`src/rtl/uart_pkg.sv`:
```
// Shared UART definitions for the receiver and transmitter.
// Holds the FSM state type and the per-frame sample count.
package uart_pkg;

    typedef enum logic {
        IDLE = 1'b0,
        RECV = 1'b1
    } uart_state_t;

    // Start bit is sample 0; data bits are samples 1..8; the stop bit is sample 9.
    localparam logic [3:0] UART_FRAME_BITS = 4'd9;

    localparam int BAUD_W = 14;

endpackage

```
`src/rtl/uart_rx_sync.sv`:
```
// RX metastability synchronizer plus falling-edge detector.
// Every flop resets high so that an idle line never looks like a start edge.
module rx_sync #(
    parameter int SYNC_STAGES = 2
) (
    input  logic clk,
    input  logic rst,
    input  logic rx,
    output logic rx_s,
    output logic fall
);

    logic [SYNC_STAGES-1:0] sync_q;
    logic                   prev_q;

    always_ff @(posedge clk) begin
        if (rst) begin
            sync_q <= '1;
            prev_q <= 1'b1;
        end else begin
            sync_q <= {sync_q[SYNC_STAGES-2:0], rx};
            prev_q <= rx_s;
        end
    end

    assign rx_s = sync_q[SYNC_STAGES-1];
    assign fall = prev_q & ~rx_s;

endmodule

```
`src/rtl/uart_rx.sv`:
```
// 8N1 LSB-first UART receiver with mid-bit sampling.
// Bit period is baud_goal+1 clocks.
module uart_rx
    import uart_pkg::*;
#(
    parameter int SYNC_STAGES = 2
) (
    input  logic              clk,
    input  logic              rst,
    input  logic              RX,
    input  logic [BAUD_W-1:0] baud_goal,
    input  logic              clr_rdy,
    output logic [7:0]        rx_data,
    output logic              rdy,
    output logic              frame_err
);

    logic rx_s;
    logic fall;

    rx_sync #(
        .SYNC_STAGES(SYNC_STAGES)
    ) u_sync (
        .clk (clk),
        .rst (rst),
        .rx  (RX),
        .rx_s(rx_s),
        .fall(fall)
    );

    uart_state_t       state, state_n;
    logic [BAUD_W-1:0] baud_cnt, baud_n;
    logic [3:0]        bit_cnt, bit_n;
    logic [8:0]        shift_reg, shift_n;
    logic [7:0]        data_n;
    logic              rdy_n;
    logic              err_n;
    logic              sample_hit;

    always_ff @(posedge clk) begin
        if (rst) begin
            state     <= IDLE;
            baud_cnt  <= '0;
            bit_cnt   <= '0;
            shift_reg <= '0;
            rx_data   <= 8'h00;
            rdy       <= 1'b0;
            frame_err <= 1'b0;
        end else begin
            state     <= state_n;
            baud_cnt  <= baud_n;
            bit_cnt   <= bit_n;
            shift_reg <= shift_n;
            rx_data   <= data_n;
            rdy       <= rdy_n;
            frame_err <= err_n;
        end
    end

    // The start bit is sampled half a period in; all later bits one full period apart.
    assign sample_hit = (bit_cnt == 4'd0) ? (baud_cnt == (baud_goal >> 1))
                                          : (baud_cnt == baud_goal);

    always_comb begin
        state_n = state;
        baud_n  = baud_cnt;
        bit_n   = bit_cnt;
        shift_n = shift_reg;
        data_n  = rx_data;
        rdy_n   = rdy;
        err_n   = frame_err;

        if (clr_rdy) begin
            rdy_n = 1'b0;
        end

        case (state)
            IDLE: begin
                if (fall) begin
                    state_n = RECV;
                    baud_n  = '0;
                    bit_n   = '0;
                    rdy_n   = 1'b0;
                end
            end
            RECV: begin
                baud_n = baud_cnt + 14'd1;
                if (sample_hit) begin
                    baud_n = '0;
                    if (bit_cnt == 4'd0) begin
                        if (rx_s) begin
                            state_n = IDLE;
                        end else begin
                            bit_n = 4'd1;
                        end
                    end else if (bit_cnt < UART_FRAME_BITS) begin
                        shift_n = {rx_s, shift_reg[8:1]};
                        bit_n   = bit_cnt + 4'd1;
                    end else begin
                        // A low stop bit still delivers the byte, just flagged.
                        data_n  = shift_reg[8:1];
                        rdy_n   = 1'b1;
                        err_n   = ~rx_s;
                        state_n = IDLE;
                        bit_n   = '0;
                    end
                end
            end
            default: begin
                state_n = IDLE;
            end
        endcase
    end

endmodule

```
`config.mk`:
```
export PLATFORM = sky130hd
export DESIGN_NAME = uart_rx
export DESIGN_NICKNAME = d
export VERILOG_FILES = /design/src/rtl/uart_pkg.sv /design/src/rtl/uart_rx_sync.sv /design/src/rtl/uart_rx.sv
export SDC_FILE = /design/constraint.sdc
export NUM_CORES = 1
export LEC_CHECK = 0
export BUFFER_PORTS_ARGS = -buffer_cell sky130_fd_sc_hd__buf_2
export CAP_MARGIN = 25
export CORE_MARGIN = 5
export CORE_UTILIZATION = 45
export CTS_BUF_LIST = sky130_fd_sc_hd__clkbuf_8
export CTS_CLUSTER_DIAMETER = 150
export CTS_CLUSTER_SIZE = 16
export DETAILED_ROUTE_END_ITERATION = 6
export GPL_ROUTABILITY_DRIVEN = 0
export MAX_ROUTING_LAYER = met4
export PLACE_DENSITY = 0.63
export SLEW_MARGIN = 20
export SYNTH_ARGS = -nofsm -noshare
export SYNTH_HDL_FRONTEND = slang
export SYNTH_SLANG_ARGS = --single-unit
```
`constraint.sdc`:
```
create_clock -name clk -period 3.5 [get_ports clk]
set_input_delay 0.35 -clock clk [delete_from_list [all_inputs] [get_ports clk]]
set_output_delay 0.35 -clock clk [all_outputs]
set_load 0.01 [all_outputs]
```
==> reports/results.txt <==
status: completed
clock root buffer: clkbuf_8
reg-to-reg endpoint: shift_reg[3]
Post-Syn Area: 2262 µm²
Worst-Margin Slew: 675.2 ps
crit path kind: reg2reg
cells after synthesis: 256
Clk network pwr share: 0.429
Sw Share: 0.2216
PortBufs: 27
final hold viol count: 0
min cycle time layout: 3146 ps
max-slew violations: 0
Starting Density: 0.4696
filler cell count: 479
Synth async-reset ratio: 0
crit path DAT: 3310 ps
vias: 1794
CTS clk-pin slew, worst paths: 80 ps
Clock Skews: 10.07 ps
Clock Latency Late Sink: 300 ps
Worst Path Required: 3670 ps
GRT overflow: 0
antenna cells: 0
VDD IR-drop max: 0.2394 mV
endpoints failing setup: 0
CP cell instances: inv_1, ha_1, nor3b_4, mux2i_1, xnor2_1, nor4_1, nand2_1, or2_1, mux2i_1
Core ar.: 4817 µm²
top post-synthesis cells by area: dfxtp_1 35%, mux2i_1 9.3%, xor2_1 5.4%
final net count: 299
post-CTS setup repair buffer count: 0
HP Start: RX
Bufs on Longest Clock Path: 2
post-route ant nets: 0
Core Util, Final: 0.5294
WHS Path Cells: 2
DR iter-0 viols: 165
initial antenna violation count: 0
cts bufs inserted: 5
WL per Instance: 13.75 µm
# hold bufs at CTS: 0
I/O Pins: 28
Synth Flop Type: dfxtp_1
r2r setup slk: 350 ps
area leader, netlist: dfxtp_1
Post-Route WL: 4759 µm
Mapped Avg Cell Area: 8.837 µm²
Die Wd: 80.90 µm
Pre-antenna DRT Iters: 4
DRC viols: 0
CTS tree: built
Worst path slowest cell: nor3b_4
Seq cells post-synth: 40
post-CTS resize count: 0
Post-synth top cells: 40 x dfxtp_1, 29 x nor2_1, 21 x mux2i_1
kind of cell adding the most delay to the critical path: simple AND/OR/NAND/NOR gates
H-Tree Depth: 2
count leader, synth: dfxtp_1
Slew HR: 0.5494
Syn-to-layout area delta: 12.72%
die height: 80.90 µm
setup TNS: 0 ps
max FFs per register: 14
CP Launch Type: flip-flop
Int Pwr: 0.7194 mW
layout cell share with drive strength beyond 1: 0.1720
EDFF count, synth: 0
CTS sink count: 40
pwr dens: 362.4 nW/µm²
GRT Total Usage: 0.1644
vias in the first global route: 1746
Worst Path Buf+Inv: 1
Reg power frac: 0.501
post-synth cell types: 50
CP dominant cell by count: mux2i_1
Syn Nets: 277
Leakage: 1.111 nW
RSZ-0062 raised after global routing: false
global-route wire length before repair: 8155 µm
max cap viols: 0
Switch Pwr: 0.2048 mW
via-per-instance ratio: 5.185
dpl hpwl: 3523 µm
die area: 6545 µm²
Worst path max stage delay: 610 ps
maximum number of pins on one net before global-route repair: 35
Synthesis Warnings: 0
worst hold slack: 232.4 ps
Combinational Power Share: 0.070
FMAX: 0.3178 GHz
Yosys top cell area share: 0.3540
CP Max Fanout: 14
reg2reg start: bit_cnt[0]
row cnt: 25
sequential fraction of the synthesis area: 0.3540
worst hold-check path type: in2reg
Reg2Reg Depth: 9
final period utilization: 0.8990
Setup crit end kind: flip-flop
Worst Hold Path EP: u_sync.sync_q[0]
-- metal layers --
layer  vias up  global-route usage  routed length (µm)
met2        27              0.2562                2155
met5         -                   -                   0
li1        937                   -                   -
met3         6             0.02993                 158
met4         0             0.05068                  65
met1       824              0.2168                2380
-- worst register-to-register path, stage by stage (launching register included) --
cell     delay, ps
dfxtp_1        340
inv_1          100
ha_1           220
nor3b_4        610
mux2i_1        390
xnor2_1        110
nor4_1         480
nand2_1        170
or2_1          420
mux2i_1        180
-- how the worst max path moves through the flow --
| stage | from | to | slack, ps | cells after the start |
|---|---|---|---|---|
| after floorplan | bit_cnt[0] | shift_reg[2] | 920 | 11 |
| after global placement | bit_cnt[0] | shift_reg[4] | 320 | 9 |
| after detailed placement | bit_cnt[0] | shift_reg[3] | 200 | 9 |
| after CTS | bit_cnt[0] | shift_reg[3] | 180 | 9 |
| after global routing | bit_cnt[0] | shift_reg[3] | 40 | 9 |
| final | bit_cnt[0] | shift_reg[3] | 350 | 9 |
-- through the flow --
| stage | instance area (µm²) | setup slack (ps) | instances | power, mW |
|---|---|---|---|---|
| after detailed placement | 2422 | 199.8 | 338 | 0.5382 |
| after floorplan | 2262 | 915.6 | 256 | 0.5150 |
| after CTS | 2544 | 178.3 | 346 | 0.9336 |
| after global routing | 2550 | 41.21 | 346 | 0.9639 |
| final | 2550 | 353.7 | 346 | 0.9242 |
| after global placement | 2422 | 322.5 | 338 | 0.5385 |
-- power by group through the flow --
stage,clock (mW),sequential (mW),combinational (mW)
after floorplan,0,0.471,0.0441
after global placement,0,0.474,0.0647
after detailed placement,0,0.474,0.0646
after CTS,0.406,0.463,0.0650
after global routing,0.428,0.464,0.0720
final,0.396,0.463,0.0648
-- cell type report --
| cell class | instances | area, µm² | share of cell area |
|---|---|---|---|
| Inverter | 6 | 22.52 | 0.008832 |
| Tap cell | 67 | 83.83 | 0.03288 |
| Clock inverter | 2 | 38.79 | 0.01521 |
| Clock buffer | 6 | 82.58 | 0.03238 |
| Multi-Input combinational cell | 197 | 1379 | 0.5407 |
| Timing Repair Buffer | 28 | 142.6 | 0.05594 |
| Sequential cell | 40 | 800.8 | 0.3140 |
-- cell usage in the layout (no fill, tap or decap), types with 2 or more instances in the layout --
cell type  instances
xnor2_1           12
dfxtp_1           40
o21ai_0            2
and3_1             4
o22ai_1            2
nor2b_1            4
a31oi_1            2
mux2i_1           21
buf_2             27
a22oi_1            2
a2111oi_0          2
nor2_1            29
inv_1              6
nand4_1            9
xor2_1            14
o21ai_1            2
nand3b_1           3
nor4_1             2
or2_2              4
nor3_1             7
nand2_1           13
nand3_1            7
ha_1               3
nand2b_1          19
clkbuf_8           6
a21oi_1           11
-- cells by family after synthesis --
logic type                 count (synthesis)  synth area share
adders and majority gates                  3           0.01659
xor gates and xnor gates                  26            0.1007
muxes                                     22           0.09790
and+or+nand+nor                          115            0.3003
DFF                                       40            0.3540
AOI/OAI and AO/OA                         31           0.09126
buffers and inverters                     19           0.03927
No activity file was read; power rests on OpenSTA's default activity.
